==> config.mk <==
export PLATFORM = sky130hd
export DESIGN_NAME = match_lock_monitor_flat
export DESIGN_NICKNAME = d
export VERILOG_FILES = /design/src/rtl/match_lock_monitor_pkg.sv /design/src/rtl/match_lock_monitor_if.sv /design/src/rtl/match_lock_monitor_evt_slot.sv /design/src/rtl/match_lock_monitor.sv /design/src/flat_wrapper.sv
export SDC_FILE = /design/constraint.sdc
export NUM_CORES = 1
export LEC_CHECK = 0
export CAP_MARGIN = 20
export CORE_MARGIN = 2
export CORE_UTILIZATION = 41
export DETAILED_ROUTE_END_ITERATION = 12
export HOLD_SLACK_MARGIN = 0.05
export PLACE_DENSITY = 0.65
export SYNTH_ARGS = -nofsm -noshare
export SYNTH_HDL_FRONTEND = slang
export SYNTH_SLANG_ARGS = --single-unit
==> constraint.sdc <==
create_clock -name clk -period 2.43 [get_ports clk]
set_input_delay 0.486 -clock clk [delete_from_list [all_inputs] [get_ports clk]]
set_output_delay 0.486 -clock clk [all_outputs]
set_load 0.005 [all_outputs]
==> src/rtl/match_lock_monitor_pkg.sv <==
// ---------------------------------------------------------------------------
// match_lock_pkg
// Shared types and constants for the match lock monitor.
//   lock_state_t : lock qualification FSM states
//   EVT_LOCK     : event code for a lock acquisition
//   EVT_LOSS     : event code for a lock loss
// ---------------------------------------------------------------------------
package match_lock_pkg;

    typedef enum logic {
        SEARCH = 1'b0,
        LOCKED = 1'b1
    } lock_state_t;

    localparam logic EVT_LOCK = 1'b1;
    localparam logic EVT_LOSS = 1'b0;

endpackage

==> src/rtl/match_lock_monitor_if.sv <==
// ---------------------------------------------------------------------------
// match_lock_monitor_if
// Bundles the match sample stream, the status outputs and the event
// valid/ready channel of the match lock monitor.
//   master : the environment (drives in_valid, match, evt_ready)
//   slave  : the monitor (drives locked, run_len, lock_cnt, evt_*)
// ---------------------------------------------------------------------------
interface match_lock_monitor_if #(
    parameter int CNT_W = 8
);
    logic             in_valid;
    logic             match;
    logic             locked;
    logic [CNT_W-1:0] run_len;
    logic [CNT_W-1:0] lock_cnt;
    logic             evt_valid;
    logic             evt_ready;
    logic             evt_code;
    logic             evt_ovf;

    modport master (
        output in_valid, match, evt_ready,
        input  locked, run_len, lock_cnt, evt_valid, evt_code, evt_ovf
    );

    modport slave (
        input  in_valid, match, evt_ready,
        output locked, run_len, lock_cnt, evt_valid, evt_code, evt_ovf
    );
endinterface

==> src/rtl/match_lock_monitor_evt_slot.sv <==
// ---------------------------------------------------------------------------
// evt_slot
// Single-entry, fully registered valid/ready event holding register with a
// sticky overflow flag.
//   clk, rst   : clock, synchronous active-high reset
//   push       : a new event is offered this cycle
//   push_code  : code of the offered event
//   evt_ready  : consumer accepts the held event
//   evt_valid  : slot occupied
//   evt_code   : held event code (stable while evt_valid)
//   evt_ovf    : sticky, an event was dropped because the slot was full
// ---------------------------------------------------------------------------
module evt_slot (
    input  logic clk,
    input  logic rst,
    input  logic push,
    input  logic push_code,
    input  logic evt_ready,
    output logic evt_valid,
    output logic evt_code,
    output logic evt_ovf
);

    // NOTE: sequential state uses non-blocking assignments so every register
    // samples pre-edge values, independent of block ordering.
    always_ff @(posedge clk) begin
        if (rst) begin
            evt_valid <= 1'b0;
            evt_code  <= 1'b0;
            evt_ovf   <= 1'b0;
        end else if (push) begin
            // A same-cycle accept frees the slot for the incoming event.
            if (!evt_valid || evt_ready) begin
                evt_valid <= 1'b1;
                evt_code  <= push_code;
            end else begin
                evt_ovf   <= 1'b1;
            end
        end else if (evt_valid && evt_ready) begin
            evt_valid <= 1'b0;
        end
    end

endmodule

==> src/rtl/match_lock_monitor.sv <==
// ---------------------------------------------------------------------------
// match_lock_monitor
// Qualifies a 1-bit comparator match stream into a lock/loss decision with
// hysteresis, counts the current match run and lock acquisitions, and
// reports each lock transition through a single-entry event slot.
//   clk  : clock
//   rst  : synchronous active-high reset
//   bus  : match_lock_monitor_if.slave
//          in:  in_valid, match, evt_ready
//          out: locked, run_len, lock_cnt, evt_valid, evt_code, evt_ovf
// ---------------------------------------------------------------------------
module match_lock_monitor
    import match_lock_pkg::*;
#(
    parameter int LOCK_CNT = 4,
    parameter int LOSS_CNT = 3,
    parameter int CNT_W    = 8
) (
    input  logic                 clk,
    input  logic                 rst,
    match_lock_monitor_if.slave  bus
);

    localparam logic [CNT_W-1:0] LOCK_TH = CNT_W'(LOCK_CNT);
    localparam logic [CNT_W-1:0] LOSS_TH = CNT_W'(LOSS_CNT);
    localparam logic [CNT_W-1:0] CNT_MAX = '1;
    localparam logic [CNT_W-1:0] ONE     = CNT_W'(1);

    lock_state_t      state_q, state_d;
    logic [CNT_W-1:0] hit_q,   hit_d;
    logic [CNT_W-1:0] miss_q,  miss_d;
    logic [CNT_W-1:0] run_q,   run_d;
    logic [CNT_W-1:0] lcnt_q,  lcnt_d;
    logic             push;
    logic             push_code;

    // NOTE: every output of this block gets a default first, so no path
    // leaves a value unassigned and no latch is inferred.
    always_comb begin
        state_d   = state_q;
        hit_d     = hit_q;
        miss_d    = miss_q;
        run_d     = run_q;
        lcnt_d    = lcnt_q;
        push      = 1'b0;
        push_code = EVT_LOCK;

        if (bus.in_valid) begin
            if (bus.match) begin
                run_d = (run_q == CNT_MAX) ? run_q : run_q + ONE;
            end else begin
                run_d = '0;
            end

            unique case (state_q)
                SEARCH: begin
                    hit_d = bus.match ? hit_q + ONE : '0;
                    // hit_q stays below LOCK_TH, so the increment cannot wrap.
                    if (bus.match && (hit_q + ONE == LOCK_TH)) begin
                        state_d   = LOCKED;
                        hit_d     = '0;
                        miss_d    = '0;
                        lcnt_d    = (lcnt_q == CNT_MAX) ? lcnt_q : lcnt_q + ONE;
                        push      = 1'b1;
                        push_code = EVT_LOCK;
                    end
                end
                LOCKED: begin
                    miss_d = bus.match ? '0 : miss_q + ONE;
                    if (!bus.match && (miss_q + ONE == LOSS_TH)) begin
                        state_d   = SEARCH;
                        hit_d     = '0;
                        miss_d    = '0;
                        push      = 1'b1;
                        push_code = EVT_LOSS;
                    end
                end
            endcase
        end
    end

    always_ff @(posedge clk) begin
        if (rst) begin
            state_q <= SEARCH;
            hit_q   <= '0;
            miss_q  <= '0;
            run_q   <= '0;
            lcnt_q  <= '0;
        end else begin
            state_q <= state_d;
            hit_q   <= hit_d;
            miss_q  <= miss_d;
            run_q   <= run_d;
            lcnt_q  <= lcnt_d;
        end
    end

    assign bus.locked   = (state_q == LOCKED);
    assign bus.run_len  = run_q;
    assign bus.lock_cnt = lcnt_q;

    evt_slot u_evt_slot (
        .clk       (clk),
        .rst       (rst),
        .push      (push),
        .push_code (push_code),
        .evt_ready (bus.evt_ready),
        .evt_valid (bus.evt_valid),
        .evt_code  (bus.evt_code),
        .evt_ovf   (bus.evt_ovf)
    );

endmodule

==> src/flat_wrapper.sv <==
// flat-port wrapper written by rule: the top's interface ports become plain ports
module match_lock_monitor_flat import match_lock_pkg::*;
#(
    parameter int LOCK_CNT = 4,
    parameter int LOSS_CNT = 3,
    parameter int CNT_W    = 8
)
  (clk, rst, bus_in_valid, bus_match, bus_evt_ready, bus_locked, bus_run_len, bus_lock_cnt, bus_evt_valid, bus_evt_code, bus_evt_ovf);
  match_lock_monitor_if #(.CNT_W(CNT_W)) bus_i ();
  input  logic clk;
  input  logic rst;
  input wire logic [$bits(bus_i.in_valid)-1:0] bus_in_valid;
  input wire logic [$bits(bus_i.match)-1:0] bus_match;
  input wire logic [$bits(bus_i.evt_ready)-1:0] bus_evt_ready;
  output wire logic [$bits(bus_i.locked)-1:0] bus_locked;
  output wire logic [$bits(bus_i.run_len)-1:0] bus_run_len;
  output wire logic [$bits(bus_i.lock_cnt)-1:0] bus_lock_cnt;
  output wire logic [$bits(bus_i.evt_valid)-1:0] bus_evt_valid;
  output wire logic [$bits(bus_i.evt_code)-1:0] bus_evt_code;
  output wire logic [$bits(bus_i.evt_ovf)-1:0] bus_evt_ovf;
  assign bus_i.in_valid = bus_in_valid;
  assign bus_i.match = bus_match;
  assign bus_i.evt_ready = bus_evt_ready;
  assign bus_locked = bus_i.locked;
  assign bus_run_len = bus_i.run_len;
  assign bus_lock_cnt = bus_i.lock_cnt;
  assign bus_evt_valid = bus_i.evt_valid;
  assign bus_evt_code = bus_i.evt_code;
  assign bus_evt_ovf = bus_i.evt_ovf;
  match_lock_monitor #(.LOCK_CNT(LOCK_CNT), .LOSS_CNT(LOSS_CNT), .CNT_W(CNT_W)) u_core (.clk(clk), .rst(rst), .bus(bus_i));
endmodule
### After elaboration in Yosys (flattened, before gate mapping)

Index checks and enable logic that the tools add are counted.

* word-level logic and storage cells: 58
* register bits after elaboration: 36
* input bits: 5

* add/subtract/negate cells: 4
* eq/ne operators: 8
* bitwise operators: 3
* reduce and logical (&&, ||, !) cells: 14
* muxes and demuxes: 21

Operators with widths (number)
* 2-to-1 mux 8 bit: 8
* adder 8 x 1 -> 8 bit (second input constant): 4
* one-hot mux 8 bit (2 select lines): 2
* == test 8 bit (second input constant): 2
* AND reduction 2 bit: 6
* == test 8 x 2 -> 1 bit (second input constant): 1
* == test 8 x 3 -> 1 bit (second input constant): 1
* 2-to-1 mux 1 bit: 8
* inequality test 2 bit (second input constant): 3
* one-hot mux 1 bit (2 select lines): 3
* AND reduction 4 bit: 1
* logical AND 1 bit: 3
* NOT 1 bit: 3
* zero test 1 bit: 2
* inequality test 2 x 1 -> 1 bit (second input constant): 1
* nonzero test 2 bit: 1
* logical OR 1 bit: 1

### Logic depth before layout (Yosys ltp)

* word-level depth: 8
* mapped depth: 7
* gate-level depth less buffers: 7

### Cells and area by module

Synthesis repeated with hierarchy kept, for this count alone.

* cell total of the unflattened synthesis: 237
* area total of the unflattened synthesis: 1961.9 µm²

Modules (own cells, without submodules)
* match_lock_monitor: cells an instance 225, times used 1, sequential area each 660.6 µm², area an instance 1854.3 µm²
* evt_slot: cells an instance 12, times used 1, sequential area each 60.1 µm², area an instance 107.6 µm²

### Least setup slack after synthesis

OpenSTA, ideal clock, no wires.

* kind: flip-flop to flip-flop
* from: register u_core.hit_q[2]
* to: register u_core.lcnt_q[5] (netlist: u_core.bus.lock_cnt[5])
* arrival: 1907 ps
* cell stages (with the launch flop): 7
* path slack: 396 ps
* clock period less this slack: 2034 ps
* setup time: 128 ps
* cells stage by stage: dfxtp_1 -> or4_4 -> or4b_1 -> buf_4 -> nor4_4 -> xnor2_1 -> nor2_1

* longest elaborated chain between the ends: 4

Ends and longest elaborated chain
* from (decl): line match_lock_monitor.sv:30 `logic [CNT_W-1:0] hit_q, hit_d;`
* from (signal assigned): line match_lock_monitor.sv:91 `hit_q <= hit_d;`
* adder 8 x 1 -> 8 bit: line match_lock_monitor.sv:59 `if (bus.match && (hit_q + ONE == LOCK_TH)) begin`
* == test 8 x 3 -> 1 bit: line match_lock_monitor.sv:59
* logical AND 1 bit: line match_lock_monitor.sv:59
* AND reduction 4 bit (no source line)
* to (signal assigned): line match_lock_monitor.sv:94 `lcnt_q <= lcnt_d;`
* to (decl): line match_lock_monitor.sv:33 `logic [CNT_W-1:0] lcnt_q, lcnt_d;`

No other way between the ends.
A chain may end at the register's enable or synchronous reset.

### Worst setup path after layout

* from: register u_core.hit_q[7]
* to: register u_core.lcnt_q[5] (netlist: u_core.bus.lock_cnt[5])

The elaborated chain is that of the path after synthesis.

==> summary.txt <==
Power
  • PD cells: roughly 520 mW/mm^2
  • Max IR drop VDD: about 360 uV
  • Pleak: ~0.00083 uW

Cells and area
  • NumNets Final: roughly 280
  • Fillers: roughly 420
  • Layout cells sized above 1: 0.108
  • ANT cells: 0
  • Area occupied by multi-input gates: between 0.001 and 0.0015 sq mm
  • Area Overhead vs Synth: 25.5%
  • Storage cell area: between 700 and 800 sq um

Global route
  • Initial antenna violation count: 0
  • Largest net degree at the start of global routing: 14
  • Vias in the first global route: approximately 1600
  • Total Routing Usage GR: 0.175
  • First-pass GRT wire length: about 7200 microns
  • Gr ovfl total: 0

Drt
  • Via count: about 1800
  • DRT antenna net count: 0
  • First-pass DRT Iterations: 4
  • DRC viols: 0
  • Iteration-0 DRC Markers: between 100 and 150
  • Wire per inst: 13.2 microns
  • DR vias/cell: between 5 and 6
  • DRT Wirelength: 4230 microns

Clock tree
  • Post-cts hold buffer count: 0
  • CTS resizes: 0
  • Root Buffer: clkbuf_8
  • H-tree depth: 2
  • Total CTS buffers: 5
  • Worst-path clk slew: roughly 0.08 ns
  • Post-CTS Setup Inserts: 0
  • Clk buf depth: 2
  • CTS tree: yes
  • # clock sinks: 36
  • Worst skew pair latency: 0.29 ns

Run status
  • Status: completed

Synth
  • Post-synth net total: between 200 and 250
  • Distinct cells, synth: between 50 and 60
  • Post-synthesis area per instance: a little over 8 sq um
  • Seq cells post-synth: 36
  • Post-synthesis cell area: around 0.0019 sq mm
  • Dominant synthesized flop cell: dfxtp_1
  • Area leader, netlist: dfxtp_1
  • Top area cells in the synthesized netlist: dfxtp_1 38%, xnor2_1 6.0%, o21ai_0 5.3%, nor2_1 4.9%, nand2_1 4.4%
  • Synth top area share: 0.380
  • Gate Count Post-Synth: ~230
  • Number of flops mapped to enable cells by yosys: 0
  • Synth Warn #: 0
  • Sequential fraction of the synthesis area: 0.380
  • Asr flop ratio synth: 0

Die
  • Die X: between 70 and 80 microns
  • Die area: 0.00519 sq mm
  • IO Count: 25
  • Starting Density: 0.430
  • Die Ht: 72.0 microns
  • # rows: 24
  • CORE AREA: roughly 0.0044 sq mm

Setup path
  • WP data required: roughly 2.6 ns
  • Setup CP Type: register to register
  • Crit path max fanout: 8
  • Worst Setup End Kind: register
  • Worst EP arrival: 2.35 ns
  • Startpoint types: register

Timing
  • Setup TNS: 0 ns
  • Unrepaired setup endpoints after global routing: no
  • Fmax: between 400 and 500 MHz
  • Pins Over Slew Limit: 0
  • Final number of setup-violating endpoints: 0
  • Crit share post-route: 0.891
  • Final hold vios: 0
  • Final WS setup: between 0.2 and 0.3 ns
  • Tmin final: ~2.2 ns
  • Max-slew headroom: 0.611
  • Setup Skew: roughly 0.0053 ns
  • Measured slew at the worst slew-check pin: 0.583 ns

Job
  • Maxcap violations: 0

Placed design
  • IO Port Bufs: 24
  • Post-place setup slack: between 0.01 and 0.015 ns
  • Routability cong.: about 0.8
  • DP HPWL: between 2000 and 3000 microns

Worst hold path
  • Hold/Removal Path Class: register to register
## through the flow
stage	std cells	util	power (uW)	instance area, sq um	hold slack (ns)
6_report	321	0.539	1230	2380	0.507
5_1_grt	321	0.539	1290	2380	0.553
4_1_cts	321	0.539	1250	2380	0.516
3_5_place_dp	313	0.514	714	2270	0.499
3_3_place_gp	313	0.514	712	2270	0.486
2_1_floorplan	232	-	674	1900	0.461
## cell usage after synthesis, types with 2 or more instances
cell       n
dfxtp_1   36
nor2_1    25
nand2_1   22
o21ai_0   20
nand3_1   16
xnor2_1   13
a21oi_1    9
nor3_1     9
clkbuf_1   6
inv_1      6
and3_1     5
ha_1       5
nand4_1    5
a311oi_1   3
a31oi_1    3
a211oi_1   2
a221oi_1   2
a32oi_1    2
a41oi_1    2
and3_2     2
and4_1     2
mux2i_1    2
nor2b_1    2
nor4_1     2
or3_1      2
xor2_1     2
## worst max-delay path, stage by stage, from the launching register on
cell	delay, ns
dfxtp_1	0.34
or4_4	0.54
or4b_1	0.65
nor4_4	0.33
xnor2_1	0.15
nor2_1	0.05
## final timing paths
| path | start | to | slack, ns | cells after the start |
|---|---|---|---|---|
| max | u_core.hit_q[7] | u_core.bus.lock_cnt[5] | 0.27 | 5 |
| max reg2reg | u_core.hit_q[7] | u_core.bus.lock_cnt[5] | 0.27 | 5 |
| min reg2reg | u_core.hit_q[0] | u_core.hit_q[0] | 0.51 | 1 |
| min | u_core.hit_q[0] | u_core.hit_q[0] | 0.51 | 1 |
## layer usage
metal	global-route usage	wire length, microns
met1	0.238	2100
met2	0.278	1920
met3	0.0347	152
met4	0.0629	53
met5	0	0
## cell families (layout without fill, tap and decap cells)
family	Yosys count	count (layout)	share of synthesized area
multiplexers	2	2	0.0106
buffers and inverters	16	53	0.0343
AO/OA/AOI/OAI	54	54	0.187
XOR/XNOR	15	15	0.0693
adder cells (fa/ha/maj)	5	5	0.0330
AND/OR/NAND/NOR	104	104	0.286
flip-flops	36	36	0.380
## state kept, by name, summed over array words and instances, names as in the netlist
register	flops
u_core.miss_q	8
u_core.u_evt_slot.evt_valid	1
u_core.hit_q	8
u_core.bus.run_len	8
u_core.u_evt_slot.evt_ovf	1
u_core.u_evt_slot.evt_code	1
u_core.bus.lock_cnt	8
u_core.bus.locked	1
## cell usage in the layout, fill, tap and decap left out, drive strengths merged, types with 2 or more instances in the layout
cell type      Yosys  routed
nand4              5       5
nand3             16      16
nor2b              2       2
a221oi             2       2
clkbuf             6       5
a311oi             3       3
a31oi              3       3
and4               2       2
or3                2       2
a211oi             2       2
dfxtp             36      36
a32oi              2       2
mux2i              2       2
or4                2       2
nor3               9       9
o21ai             21      21
buf                3      14
ha                 5       5
a41oi              2       2
nor4               3       3
xnor2             13      13
xor2               2       2
clkdlybuf4s50      0      24
and3               7       7
a21oi              9       9
clkinv             1       2
inv                6       6
nand2             22      22
nor2              25      25
## where the power goes
group	internal [uW]	switching (uW)	total [uW]
Combinational	40.0	47.4	87.4
Clock	304	226	530
Sequential	601	11.6	613
Total	945	285	1230
## cell type report
type,instances,area share
Timing Repair Buffer,38,0.145
Tap cell,52,0.0273
Clock buffer,5,0.0289
Clock inverter,3,0.0179
Multi-Input combinational cell,180,0.467
Inverter,7,0.0110
Sequential cell,36,0.303
Power figures use the tool's default switching activity.
